## src/rtl/coprocessor0_regfile_pkg.sv

```systemverilog
// CP0 data types, register numbers and exception codes shared by the CP0
// register file, its timer and the writeback stage.
package coprocessor0_params;

  localparam int unsigned DATA_W = 32;
  localparam int unsigned REG_W  = 5;
  localparam int unsigned SEL_W  = 3;
  localparam int unsigned EXC_W  = 5;
  localparam int unsigned IP_W   = 8;

  localparam logic [REG_W-1:0] CP0_BADVADDR = 5'd8;
  localparam logic [REG_W-1:0] CP0_COUNT    = 5'd9;
  localparam logic [REG_W-1:0] CP0_COMPARE  = 5'd11;
  localparam logic [REG_W-1:0] CP0_STATUS   = 5'd12;
  localparam logic [REG_W-1:0] CP0_CAUSE    = 5'd13;
  localparam logic [REG_W-1:0] CP0_EPC      = 5'd14;

  localparam logic [EXC_W-1:0] EXC_INT  = 5'd0;
  localparam logic [EXC_W-1:0] EXC_ADEL = 5'd4;
  localparam logic [EXC_W-1:0] EXC_ADES = 5'd5;
  localparam logic [EXC_W-1:0] EXC_SYS  = 5'd8;
  localparam logic [EXC_W-1:0] EXC_BP   = 5'd9;
  localparam logic [EXC_W-1:0] EXC_RI   = 5'd10;
  localparam logic [EXC_W-1:0] EXC_OV   = 5'd12;

  // Bit positions of the mtc0-writable fields inside a raw write word
  localparam int unsigned STATUS_IE_BIT  = 0;
  localparam int unsigned STATUS_EXL_BIT = 1;
  localparam int unsigned STATUS_IM_LSB  = 8;
  localparam int unsigned CAUSE_IP_LSB   = 8;

  typedef struct packed {
    logic [8:0]    reserved_hi;
    logic          bev;
    logic [5:0]    reserved_mid;
    logic [IP_W-1:0] im;
    logic [5:0]    reserved_lo;
    logic          exl;
    logic          ie;
  } StatusData;

  typedef struct packed {
    logic             bd;
    logic             ti;
    logic [13:0]      reserved_hi;
    logic [IP_W-1:0]  ip;
    logic             reserved_mid;
    logic [EXC_W-1:0] exc_code;
    logic [1:0]       reserved_lo;
  } CauseData;

  typedef struct packed {
    logic [DATA_W-1:0] pc;
  } EPCData;

  typedef struct packed {
    logic [REG_W-1:0]  address_register;
    logic [SEL_W-1:0]  address_select;
    logic              write_enabled;
    logic [DATA_W-1:0] write_data;
    logic              exception_valid;
    logic              eret_flush;
    logic [EXC_W-1:0]  exception_code;
    logic              in_delay_slot;
    logic [DATA_W-1:0] exception_pc;
    logic [DATA_W-1:0] bad_vaddr;
  } WBToCP0Bus;

  function automatic logic is_addr_error(input logic [EXC_W-1:0] code);
    return (code == EXC_ADEL) || (code == EXC_ADES);
  endfunction

endpackage

```

## src/rtl/coprocessor0_regfile_timer.sv

```systemverilog
// CP0 Count/Compare timer: prescaled Count, Compare and the sticky timer
// interrupt (TI), which stays set until Compare is rewritten.
module coprocessor0_timer
  import coprocessor0_params::*;
#(
  parameter int unsigned COUNT_DIVIDE = 2
) (
  input  logic              clock,
  input  logic              reset,
  input  logic              count_write,
  input  logic              compare_write,
  input  logic [DATA_W-1:0] write_data,
  output logic [DATA_W-1:0] count,
  output logic [DATA_W-1:0] compare,
  output logic              timer_interrupt
);

  localparam int unsigned PRE_W = (COUNT_DIVIDE > 1) ? $clog2(COUNT_DIVIDE) : 1;
  localparam logic [PRE_W-1:0] PRE_LAST = PRE_W'(COUNT_DIVIDE - 1);

  logic [PRE_W-1:0] prescaler;

  // Software writes win over the free-running increment and the TI set
  always_ff @(posedge clock) begin
    if (reset) begin
      prescaler       <= '0;
      count           <= '0;
      compare         <= '0;
      timer_interrupt <= 1'b0;
    end else begin
      if (count_write) begin
        count     <= write_data;
        prescaler <= '0;
      end else if (prescaler == PRE_LAST) begin
        prescaler <= '0;
        count     <= count + 32'd1;
      end else begin
        prescaler <= prescaler + PRE_W'(1);
      end

      if (compare_write) begin
        compare         <= write_data;
        timer_interrupt <= 1'b0;
      end else if (count == compare) begin
        timer_interrupt <= 1'b1;
      end
    end
  end

endmodule

```

## src/rtl/coprocessor0_regfile.sv

```systemverilog
// CP0 register file: Status, Cause, EPC, BadVAddr and (with CP0_TIMER_EN
// defined) the Count/Compare timer; serves mfc0 reads and interrupt_pending.
module coprocessor0_regfile
  import coprocessor0_params::*;
#(
  parameter int unsigned HW_INT_NUM   = 6,
  parameter int unsigned COUNT_DIVIDE = 2
) (
  input  logic                  clock,
  input  logic                  reset,
  input  WBToCP0Bus             wb_bus,
  input  logic [HW_INT_NUM-1:0] hardware_interrupt,
  input  logic [REG_W-1:0]      read_register,
  input  logic [SEL_W-1:0]      read_select,
  output logic [DATA_W-1:0]     read_data,
  output StatusData             status,
  output CauseData              cause,
  output EPCData                epc,
  output logic                  interrupt_pending
);

  localparam int unsigned HW_MAX = 6;

  logic [HW_MAX-1:0]  hw_pad;
  logic [HW_MAX-1:0]  hw_ip;
  logic [1:0]         sw_ip;
  logic [IP_W-1:0]    status_im;
  logic               status_exl;
  logic               status_ie;
  logic               cause_bd;
  logic [EXC_W-1:0]   cause_exc;
  logic [DATA_W-1:0]  epc_q;
  logic [DATA_W-1:0]  badvaddr_q;
  logic [DATA_W-1:0]  count_value;
  logic [DATA_W-1:0]  compare_value;
  logic               timer_interrupt;

  // Absent interrupt lines read as 0 in Cause.IP
  for (genvar i = 0; i < HW_MAX; i++) begin : g_hw_pad
    if (i < HW_INT_NUM) begin : g_line
      assign hw_pad[i] = hardware_interrupt[i];
    end else begin : g_none
      assign hw_pad[i] = 1'b0;
    end
  end

  logic write_sel0;
  logic write_status;
  logic write_cause;
  logic write_epc;

  assign write_sel0   = wb_bus.write_enabled && (wb_bus.address_select == '0);
  assign write_status = write_sel0 && (wb_bus.address_register == CP0_STATUS);
  assign write_cause  = write_sel0 && (wb_bus.address_register == CP0_CAUSE);
  assign write_epc    = write_sel0 && (wb_bus.address_register == CP0_EPC);

`ifdef CP0_TIMER_EN
  logic write_count;
  logic write_compare;

  assign write_count   = write_sel0 && (wb_bus.address_register == CP0_COUNT);
  assign write_compare = write_sel0 && (wb_bus.address_register == CP0_COMPARE);

  coprocessor0_timer #(
    .COUNT_DIVIDE(COUNT_DIVIDE)
  ) u_timer (
    .clock          (clock),
    .reset          (reset),
    .count_write    (write_count),
    .compare_write  (write_compare),
    .write_data     (wb_bus.write_data),
    .count          (count_value),
    .compare        (compare_value),
    .timer_interrupt(timer_interrupt)
  );
`else
  logic unused_count_divide;

  assign count_value         = '0;
  assign compare_value       = '0;
  assign timer_interrupt     = 1'b0;
  assign unused_count_divide = (COUNT_DIVIDE == 0);
`endif

  // Exception owns Status/Cause/EPC for the cycle; eret owns Status only
  always_ff @(posedge clock) begin
    if (reset) begin
      hw_ip      <= '0;
      sw_ip      <= '0;
      status_im  <= '0;
      status_exl <= 1'b0;
      status_ie  <= 1'b0;
      cause_bd   <= 1'b0;
      cause_exc  <= '0;
      epc_q      <= '0;
      badvaddr_q <= '0;
    end else begin
      hw_ip <= hw_pad;
      if (wb_bus.exception_valid) begin
        if (!status_exl) begin
          epc_q    <= wb_bus.in_delay_slot ? (wb_bus.exception_pc - 32'd4)
                                           : wb_bus.exception_pc;
          cause_bd <= wb_bus.in_delay_slot;
        end
        cause_exc  <= wb_bus.exception_code;
        status_exl <= 1'b1;
        if (is_addr_error(wb_bus.exception_code)) begin
          badvaddr_q <= wb_bus.bad_vaddr;
        end
      end else begin
        if (wb_bus.eret_flush) begin
          status_exl <= 1'b0;
        end else if (write_status) begin
          status_im  <= wb_bus.write_data[STATUS_IM_LSB +: IP_W];
          status_exl <= wb_bus.write_data[STATUS_EXL_BIT];
          status_ie  <= wb_bus.write_data[STATUS_IE_BIT];
        end
        if (write_cause) begin
          sw_ip <= wb_bus.write_data[CAUSE_IP_LSB +: 2];
        end
        if (write_epc) begin
          epc_q <= wb_bus.write_data;
        end
      end
    end
  end

  // Architectural views assembled from the registered fields
  always_comb begin
    status       = '0;
    status.bev   = 1'b1;
    status.im    = status_im;
    status.exl   = status_exl;
    status.ie    = status_ie;

    cause          = '0;
    cause.bd       = cause_bd;
    cause.ti       = timer_interrupt;
    cause.ip       = {hw_ip[5] | timer_interrupt, hw_ip[4:0], sw_ip};
    cause.exc_code = cause_exc;

    epc    = '0;
    epc.pc = epc_q;
  end

  assign interrupt_pending = (|(cause.ip & status.im)) & status.ie & ~status.exl;

  always_comb begin
    read_data = '0;
    if (read_select == '0) begin
      case (read_register)
        CP0_BADVADDR: read_data = badvaddr_q;
        CP0_COUNT:    read_data = count_value;
        CP0_COMPARE:  read_data = compare_value;
        CP0_STATUS:   read_data = DATA_W'(status);
        CP0_CAUSE:    read_data = DATA_W'(cause);
        CP0_EPC:      read_data = epc_q;
        default:      read_data = '0;
      endcase
    end
  end

endmodule

```

## config.mk

```make
export PLATFORM = sky130hd
export DESIGN_NAME = coprocessor0_regfile
export DESIGN_NICKNAME = d
export VERILOG_FILES = /design/src/rtl/coprocessor0_regfile_pkg.sv /design/src/rtl/coprocessor0_regfile_timer.sv /design/src/rtl/coprocessor0_regfile.sv
export SDC_FILE = /design/constraint.sdc
export NUM_CORES = 1
export LEC_CHECK = 0
export ABC_AREA = 1
export CAP_MARGIN = 15
export CORE_ASPECT_RATIO = 0.6
export CORE_UTILIZATION = 42
export CTS_CLUSTER_DIAMETER = 40
export DETAILED_ROUTE_END_ITERATION = 10
export PLACE_DENSITY = 0.82
export SYNTH_ARGS = -nofsm -noshare
export SYNTH_HDL_FRONTEND = slang
export SYNTH_SLANG_ARGS = --single-unit
```

## constraint.sdc

```tcl
create_clock -name clock -period 1.9 [get_ports clock]
set_clock_uncertainty 0.2 [all_clocks]
set_input_delay 0.38 -clock clock [delete_from_list [all_inputs] [get_ports clock]]
set_output_delay 0.38 -clock clock [all_outputs]
set_load 0.05 [all_outputs]
```

==> results of run 1 <==
what timing repair did:
item	4_1_cts	5_1_grt
endpoints found under the setup margin	61	75
pin swaps	52	27
resized for setup	130	68
setup buffers	15	7
endpoints found under the hold margin	0	0
gates cloned	6	1
sequential cells by signal, indices dropped and copies added (netlist names):
name,cells
cause_bd,1
cause_exc,5
epc,32
sw_ip,2
hw_ip,6
badvaddr_q,32
status_ie,1
status_exl,1
status_im,8
power by group:
part	switching (uW)	internal (uW)	leakage [uW]
Combinational	911	629	0.00366
Clock	785	1090	0.000148
Sequential	105	1930	0.000721
through the flow:
stage | instance area, sq um | utilization [%] | TNS, ns | power, uW | cells
CTS | 10000 | 81.9 | -7.87 | 5380 | 1299
detailed placement | 9120 | 74.4 | -39.18 | 3470 | 1267
global placement | 9120 | 74.4 | -36.44 | 3460 | 1267
floorplan | 6030 | - | -0.795 | 2830 | 862
finish | 10300 | 83.8 | -7.92 | 5450 | 1305
global route | 10300 | 83.8 | -9.28 | 5610 | 1305
critical path: stages:
cell and delay (ns):
buf_6 0.09, buf_6 0.10, nor2_4 0.09, nand3_4 0.12, buf_6 0.15, nand3_4 0.07, nand2_4 0.08, buf_12 0.15
a41oi_4 0.23, buf_12 0.17
per-layer routing:
metal  vias up  wire (microns)  track usage [%]
met2       402           11300             60.0
met1      3301            9820             46.1
li1       3269               -                -
met5         -               0                0
met4         0             745             13.1
met3        67            2480             9.29
cells by family after synthesis:
| logic type | count (synthesis) | synth area share (%) |
|---|---|---|
| AND/OR/NAND/NOR | 407 | 33.2 |
| AO/OA/AOI/OAI | 180 | 19.1 |
| buffers and inverters | 143 | 14.0 |
| flip-flops | 88 | 32.9 |
| XOR/XNOR | 3 | 0.491 |
| other | 2 | 0.140 |
| adder cells (fa/ha/maj) | 1 | 0.234 |
cell usage in the layout, fill, tap and decap left out, drive strengths merged, types with 5 or more instances in the layout:
cell type	Yosys	layout
buf	60	223
nand2	168	169
nor2	157	157
clkdlybuf4s50	0	98
dfxtp	88	88
o21ai	77	77
a21oi	69	69
inv	61	59
nand3	47	47
conb	2	40
nand4	14	14
dlymetal6s2s	0	13
clkbuf	22	11
dlygate4sd2	0	8
a221oi	7	7
nor3	7	7
or2	6	6
a31oi	5	5
o211a	5	5
layout make-up:
| type | instances | area [sq um] | area share, % |
|---|---|---|---|
| clock buffer | 11 | 253 | 2.46 |
| clock inverter | 4 | 51.3 | 0.500 |
| inverter | 61 | 260 | 2.53 |
| multi-input combinational | 632 | 3880 | 37.8 |
| sequential | 88 | 1760 | 17.2 |
| tap | 165 | 206 | 2.01 |
| timing repair buffer | 344 | 3860 | 37.6 |
path summary, 6_finish.rpt:
| path | cells after the start | to | startpoint |
|---|---|---|---|
| worst max register to register | 7 | epc[9] | status_exl |
| worst max-delay path | 10 | read_data[8] | read_register[2] |
| worst min-delay path | 3 | cause_exc[3] | wb_bus[71] |
| worst min register to register | 2 | epc[29] | epc[29] |
==> flow_metrics.env, run 1 <==
export IMPL_yosys_area_top_type="dfxtp_1"
export IMPL_finalSetupViolations=33
export IMPL_maxCapViolations=0
export IMPL_drc_errors=0
export IMPL_worstPathArrival_ns=1.63
export IMPL_hpwl_mm=17.0
export IMPL_synth_seq_cells=88
export IMPL_holdWs_ns=0.242
export IMPL_slew_headroom_pct=64.2
export IMPL_htree_levels=3
export IMPL_grt_pass1_vias=6627
export IMPL_overflow=0
export IMPL_port_buffers=217
export IMPL_ctsHoldBuffers=0
export IMPL_timing_critical_path_from_type="input port"
export IMPL_die_width_microns=148
export IMPL_worst_pin_slew_ns=0.535
export IMPL_synthToLayoutAreaGrowth_pct=91.8
export IMPL_synthArstFlopShare_pct=0
export IMPL_synth_area_sq_um=5360
export IMPL_yosys_warnings=0
export IMPL_fp_dieArea_sq_um=13200
export IMPL_rsz0062_at_grt="yes"
export IMPL_seq_area_frac_synth_pct=32.9
export IMPL_grt_first_pass_wirelength_mm=36.1
export IMPL_synth_top_area_share_pct=32.9
export IMPL_path_clk_slew_ns=0.07
export IMPL_required_ns=1.32
export IMPL_crit_type="input port to output pin"
export IMPL_grt_max_degree=58
export IMPL_cts_buffers=9
export IMPL_hold_violations=0
export IMPL_crit_fanout=3
export IMPL_vias=7039
export IMPL_synth_most_common_cell="nand2_1"
export IMPL_post_route_period_util_pct=116
export IMPL_antenna_found_initial=0
export IMPL_cts_tree="done"
export IMPL_synth_area_per_cell_sq_um=6.50
export IMPL_drive_gt1_share_pct=34.3
export IMPL_synth_edff_count=0
export IMPL_synthTopCellsByArea="dfxtp_1, nand2_1, nor2_1"
export IMPL_setup_slack_ns=-0.310
export IMPL_violations="negative setup slack"
export IMPL_period_minus_slack_ns=2.21
export IMPL_p_leak_uw=0.00453
export IMPL_viasPerCell=5.39
export IMPL_grt_util_all_layers_pct=36.2
export IMPL_ys_types=44
export IMPL_rows=31
export IMPL_drv_slew=0
export IMPL_ff2ff_setup_slack_ns=0.13
export IMPL_ir_drop_mv=0.522
export IMPL_p_per_area_nw_per_um2=530
export IMPL_wire_per_inst_microns=18.7
export IMPL_synthFlopType="dfxtp_1"
export IMPL_initial_core_util_pct=43.7
export IMPL_antenna_cells=0
export IMPL_drt_initial_drc_count=548
export IMPL_final_net_count=1266
export IMPL_synth_cells=824
export IMPL_clk_latency_ns=0.35
export IMPL_cts_root_buf="clkbuf_16"
export IMPL_gp_congestion=0.960
export IMPL_core_sq_um=12300
export IMPL_chipHeight_microns=89.5
export IMPL_status="finished, violations left"
export IMPL_fmax_mhz=453
export IMPL_drt_pass1_iter_count=7
export IMPL_min_path_type="input port to flop"
export IMPL_io_pins=258
export IMPL_fillers=780
export IMPL_dp_slack_ns=-0.686
export IMPL_drt_total_wl_mm=24.3
export IMPL_clkSinkCount=88
export IMPL_clockBufferDepth=2
export IMPL_antenna_left=0
export IMPL_critPathCaptureType="output pin"
export IMPL_synth_top_cells_by_count="nand2_1, nor2_1, dfxtp_1"
(Power assumes the default switching activity.)
==> run 2, diff against run 1 <==
--- a/config.mk
+++ b/config.mk
@@ -7,7 +7,7 @@
 export LEC_CHECK = 0
 export ABC_AREA = 1
 export CAP_MARGIN = 15
-export CORE_ASPECT_RATIO = 0.6
+export CORE_ASPECT_RATIO = 1.5
 export CORE_UTILIZATION = 42
 export CTS_CLUSTER_DIAMETER = 40
 export DETAILED_ROUTE_END_ITERATION = 10
==> run 2 against run 1 <==
The flow still finishes with violations (negative setup slack). Worst setup slack lost 0.033 ns. Worst hold slack gained 0.061 ns. Core utilization grew 0.20 points. Power grew 2.2%. Maximum frequency shrank 1.5%. Die area is essentially flat. Largest cell class is now buffers. Cell count grew 0.69%. Final area grew 1.8%. Sequential cell count is the same. Clock power grew 5%. First-iteration DRC count shrank 22%. Non-clock buffer count grew 16.
==> flow_metrics.env, run 2 (synthesis gave the netlist of run 1 again) <==
export IMPL_grt_pass1_vias=6954
export IMPL_crit_fanout=5
export IMPL_synthToLayoutAreaGrowth_pct=95.2
export IMPL_final_common_cell="buf_4"
export IMPL_min_path_type="flop to flop"
export IMPL_crit_type="input port to output pin"
export IMPL_grt_util_all_layers_pct=36.3
export IMPL_hold_path_endpoint="epc[27]"
export IMPL_slowest_stage="a41oi_4"
export IMPL_maxCapViolations=0
export IMPL_post_route_period_util_pct=118
export IMPL_drv_slew=0
export IMPL_fillers=676
export IMPL_port_buffers=217
export IMPL_fp_dieArea_sq_um=13200
export IMPL_path_buf_inv=6
export IMPL_antenna_left=0
export IMPL_viasPerCell=5.53
export IMPL_overflow=0
export IMPL_status="finished, violations left"
export IMPL_holdPathStages=2
export IMPL_dp_slack_ns=-0.693
export IMPL_slowest_delay_ns=0.20
export IMPL_holdWs_ns=0.303
export IMPL_grt_max_degree=32
export IMPL_r2r_start="status_exl"
export IMPL_finalPower_uw=5570
export IMPL_fmax_mhz=446
export IMPL_final_cell_mix="buf_4, nor2_1, nand2_1, clkdlybuf4s50_1, dfxtp_1"
export IMPL_drive_gt1_share_pct=37.0
export IMPL_regArea_sq_um=1770
export IMPL_cp_top_family="buffers and inverters"
export IMPL_required_ns=1.32
export IMPL_dpl_cell_area_sq_um=9160
export IMPL_hold_violations=0
export IMPL_finalSetupViolations=33
export IMPL_path_clk_slew_ns=0.07
export IMPL_setup_slack_ns=-0.342
export IMPL_ff2ff_setup_slack_ns=0.28
export IMPL_min_from="epc[27]"
export IMPL_timing_critical_path_from_type="input port"
export IMPL_clkSinkCount=88
export IMPL_crit_cells=10
export IMPL_rows=50
export IMPL_io_pins=258
export IMPL_die_width_microns=94.2
export IMPL_hpwl_mm=16.9
export IMPL_grt_first_pass_wirelength_mm=36.7
export IMPL_worstPathArrival_ns=1.66
export IMPL_final_net_count=1283
export IMPL_htree_levels=3
export IMPL_drc_errors=0
export IMPL_cts_tree="done"
export IMPL_wire_per_inst_microns=19.1
export IMPL_p_leak_uw=0.00460
export IMPL_drt_initial_drc_count=426
export IMPL_ir_drop_mv=0.390
export IMPL_antenna_found_initial=0
export IMPL_p_per_area_nw_per_um2=533
export IMPL_reg2reg_to="epc[11]"
export IMPL_tns_ns=-9.31
export IMPL_path_common_cell="buf_6"
export IMPL_period_minus_slack_ns=2.24
export IMPL_design_area_sq_um=10500
export IMPL_vias=7272
export IMPL_initial_core_util_pct=43.0
export IMPL_multiInputGateArea_sq_um=3920
export IMPL_cts_root_buf="clkbuf_16"
export IMPL_clk_latency_ns=0.35
export IMPL_rsz0062_at_grt="yes"
export IMPL_core_sq_um=12400
export IMPL_drt_total_wl_mm=25.1
export IMPL_cts_buffers=9
export IMPL_clockBufferDepth=2
export IMPL_chipHeight_microns=140
export IMPL_violations="negative setup slack"
export IMPL_reg2reg_depth=7
export IMPL_cp_cell_sequence="buf_6 > buf_6 > nor2_4 > nand3_4 > buf_8 > clkinv_8 > buf_4 > nand2_1 > a41oi_4 > buf_12"
export IMPL_antenna_cells=0
export IMPL_critPathCaptureType="output pin"
export IMPL_drt_pass1_iter_count=5
export IMPL_gp_congestion=0.943
-- run 2: cell types whose count changed in the layout (fill, tap and decap cells not counted), sizes merged, moves of 2 or more --
| cell | change |
|---|---|
| buf | +13 |
| dlygate4sd2 | -7 |
| clkdlybuf4s50 | +4 |
| clkdlybuf4s15 | +3 |
| clkinv | +3 |
| dlymetal6s2s | +2 |
| inv | -2 |
-- run 2: repair_timing --
action / 4_1_cts / 5_1_grt
pin swaps: 50 / 36
gates resized for setup: 148 / 67
endpoints found under the setup margin: 104 / 74
hold buffers: 0 / 0
buffers inserted: 17 / 7
gates cloned: 8 / 2
-- run 2: worst max path at each step --
| stage | startpoint | endpoint | slack, ns |
|---|---|---|---|
| 3_3_place_gp | read_register[3] | read_data[31] | -0.68 |
| 2_1_floorplan | read_select[1] | read_data[20] | -0.07 |
| 3_5_place_dp | read_register[2] | read_data[12] | -0.69 |
| 6_report | read_register[2] | read_data[8] | -0.34 |
| 4_1_cts | read_register[2] | read_data[0] | -0.29 |
| 5_1_grt | read_register[2] | read_data[8] | -0.37 |
-- run 2: per-stage QoR --
step	cells	util, %
final	1314	84.0
after CTS	1306	81.9
after floorplan	862	-
after detailed placement	1269	73.6
after global placement	1269	73.6
after global routing	1314	84.0
-- run 2: final cells by class --
class                           instances  area share (%)
Tap cell                              156            1.87
Clock buffer                           12            2.36
Sequential cell                        88            16.9
Timing Repair Buffer                  360            38.0
Timing Repair inverter                  1           0.108
Multi-Input combinational cell        632            37.4
Inverter                               61            2.58
Clock inverter                          4           0.742
-- run 2: worst register-to-register path, stage by stage (launching register included) --
cell,delay (ns)
dfxtp_1,0.49
nor2_1,0.11
inv_1,0.12
nand2_4,0.10
buf_12,0.17
buf_4,0.13
o211ai_1,0.15
inv_1,0.05
-- run 2: report_power, final --
part           internal, uW  switching, uW  leakage (uW)
logic                   635            923       0.00372
clock network          1200            779      0.000157
registers              1930            110      0.000722
-- run 2: metal layers --
metal  track usage [%]  share of wire, %  wire (microns)
met5                 0                 0               0
met4              22.3               7.1            1770
met3              5.21               6.5            1630
met2              65.3                52           13100
met1              38.8                34            8620
==> run 3, diff against run 2 <==
==> constraint.sdc (replaced) <==
create_clock -name clock -period 2.55 [get_ports clock]
set_clock_uncertainty 0.2 [all_clocks]
set_input_delay 0.51 -clock clock [delete_from_list [all_inputs] [get_ports clock]]
set_output_delay 0.51 -clock clock [all_outputs]
set_load 0.05 [all_outputs]
==> run 3 against run 2 <==
The flow still finishes with violations (negative setup slack). First-iteration DRC count is 24% higher. Critical path depth is 2 higher. Worst hold slack worse by 0.0043 ns. Power is 29% lower. Register-to-register slack better by 0.32 ns. Via count is 8.3% lower. Non-clock buffer count is 92 lower. Clock power is 25% lower. Largest cell class is now multi-input gates. Largest power group unchanged.
==> flow_metrics.env, run 3 (synthesis gave the netlist of run 1 again) <==
export IMPL_switching_share_pct=32.0
export IMPL_port_buffers=217
export IMPL_setup_slack_ns=-0.0220
export IMPL_drt_initial_drc_count=530
export IMPL_power_share_clock_pct=37.1
export IMPL_design_area_sq_um=8790
export IMPL_drt_pass1_iter_count=6
export IMPL_gp_congestion=0.974
export IMPL_fp_dieArea_sq_um=13200
export IMPL_crit_type="input port to output pin"
export IMPL_post_route_period_util_pct=101
export IMPL_fmax_mhz=389
export IMPL_path_common_cell="buf_12"
export IMPL_worstPathArrival_ns=1.86
export IMPL_grtUsageMet1_pct=35.5
export IMPL_clkSinkCount=88
export IMPL_grt_max_degree=41
export IMPL_cts_buffers=9
export IMPL_ir_drop_mv=0.375
export IMPL_drive_gt1_share_pct=17.7
export IMPL_cts_root_buf="clkbuf_16"
export IMPL_drc_errors=0
export IMPL_chipHeight_microns=140
export IMPL_violations="negative setup slack"
export IMPL_p_per_area_nw_per_um2=452
export IMPL_p_leak_uw=0.00357
export IMPL_antenna_found_initial=0
export IMPL_grt_first_pass_wirelength_mm=32.6
export IMPL_ctsHoldBuffers=0
export IMPL_grt_use_met3_pct=4.67
export IMPL_timing_critical_path_from_type="input port"
export IMPL_min_path_type="flop to flop"
export IMPL_holdWs_ns=0.298
export IMPL_cp_cell_sequence="clkbuf_2 > nor2_4 > buf_6 > nand3_4 > inv_4 > buf_12 > buf_16 > nand2_2 > o211ai_1 > nand2_1 > inv_2 > buf_12"
export IMPL_drv_slew=0
export IMPL_wire_per_inst_microns=18.0
export IMPL_final_common_cell="clkdlybuf4s50_1"
export IMPL_dpl_cell_area_sq_um=8020
export IMPL_period_minus_slack_ns=2.57
export IMPL_required_ns=1.84
export IMPL_drt_total_wl_mm=22.0
export IMPL_hold_violations=0
export IMPL_clk_latency_ns=0.34
export IMPL_placedCellCount=1191
export IMPL_crit_fanout=7
export IMPL_grt_pass1_vias=6271
export IMPL_gr_max_usage_layer="met2"
export IMPL_antenna_left=0
export IMPL_slew_headroom_pct=62.0
export IMPL_stdcell_count=1220
export IMPL_core_sq_um=12400
export IMPL_seqPwrFrac_pct=38.0
export IMPL_status="finished, violations left"
export IMPL_vias=6666
export IMPL_overflow=0
export IMPL_worst_pin_slew_ns=0.568
export IMPL_final_net_count=1189
export IMPL_p_int_uw=2700
export IMPL_slowest_delay_ns=0.14
export IMPL_clockBufferDepth=2
export IMPL_tns_ns=-0.0220
export IMPL_grt_util_all_layers_pct=32.4
export IMPL_fillers=962
export IMPL_htree_levels=3
export IMPL_io_pins=258
export IMPL_initial_core_util_pct=43.0
export IMPL_maxCapViolations=0
export IMPL_switchingPower_uw=1270
export IMPL_viasPerCell=5.46
export IMPL_final_cell_mix="clkdlybuf4s50_1, nand2_1, nor2_1, dfxtp_1, o21ai_0"
export IMPL_hpwl_mm=15.3
export IMPL_cts_tree="done"
export IMPL_combPwrFrac_pct=24.9
export IMPL_antenna_cells=0
export IMPL_critPathCaptureType="output pin"
export IMPL_slowest_stage="nor2_4"
export IMPL_use_met2_pct=57.1
export IMPL_synthToLayoutAreaGrowth_pct=64.1
export IMPL_die_width_microns=94.2
export IMPL_rows=50
export IMPL_finalSetupViolations=1
export IMPL_path_clk_slew_ns=0.07
## run 3: cell count changes in the layout (fill, tap and decap cells not counted), moves of 17 or more
cell	before	now
a21oi_4	17	0
buf_12	59	39
buf_4	155	35
clkdlybuf4s50_1	102	175
nand2_1	112	159
nand2_2	42	6
## run 3: stage by stage
step / utilization (%) / setup slack [ns] / total power (uW)
final: 70.6 / -0.0220 / 3970
after global routing: 70.6 / -0.0787 / 4090
after CTS: 70.1 / -0.0470 / 3950
after detailed placement: 64.4 / -0.352 / 2480
after global placement: 64.4 / -0.338 / 2470
after floorplan: - / -0.244 / 2090
## run 3: layout make-up
cell class                 count  area [sq um]  area share (%)
tap                          156           195            2.22
clock inverter                 6          90.1            1.02
multi-input combinational    631          3240            36.8
timing repair buffer         268          3030            34.5
sequential                    88          1760            20.0
clock buffer                  10           239            2.72
inverter                      61           234            2.66
## run 3: timing repair
action	in CTS	in global routing
pin swaps	14	9
gates cloned	5	0
setup endpoints to repair	32	32
buffers inserted	6	2
resized for setup	70	21
## run 3: routing by layer
layer / vias to the layer above / share of wire, %
met4: 0 / 6.6
met2: 438 / 51
met3: 92 / 7.9
met5: - / 0
li1: 3105 / -
met1: 3031 / 35
## run 3: worst paths after layout
kind / from / endpoint / slack [ns] / cells past startpoint
max: read_register[0] / read_data[0] / -0.02 / 12
min reg2reg: epc[24] / epc[24] / 0.30 / 2
min: epc[24] / epc[24] / 0.30 / 2
max reg2reg: status_exl / epc[30] / 0.60 / 6
## run 3: power by group through the flow
stage               Combinational [uW]  Sequential [uW]  Clock, uW
floorplan                          417             1670          0
global placement                   934             1540          0
detailed placement                 943             1530          0
CTS                                968             1510       1480
global route                      1040             1510       1540
finish                             988             1510       1470
## run 3: critical path, delay by kind of cell
kind	cells	cell delay (ns)
AOI/OAI and AO/OA	1	0.12
and+or+nand+nor	4	0.42
buffers and inverters	7	0.81
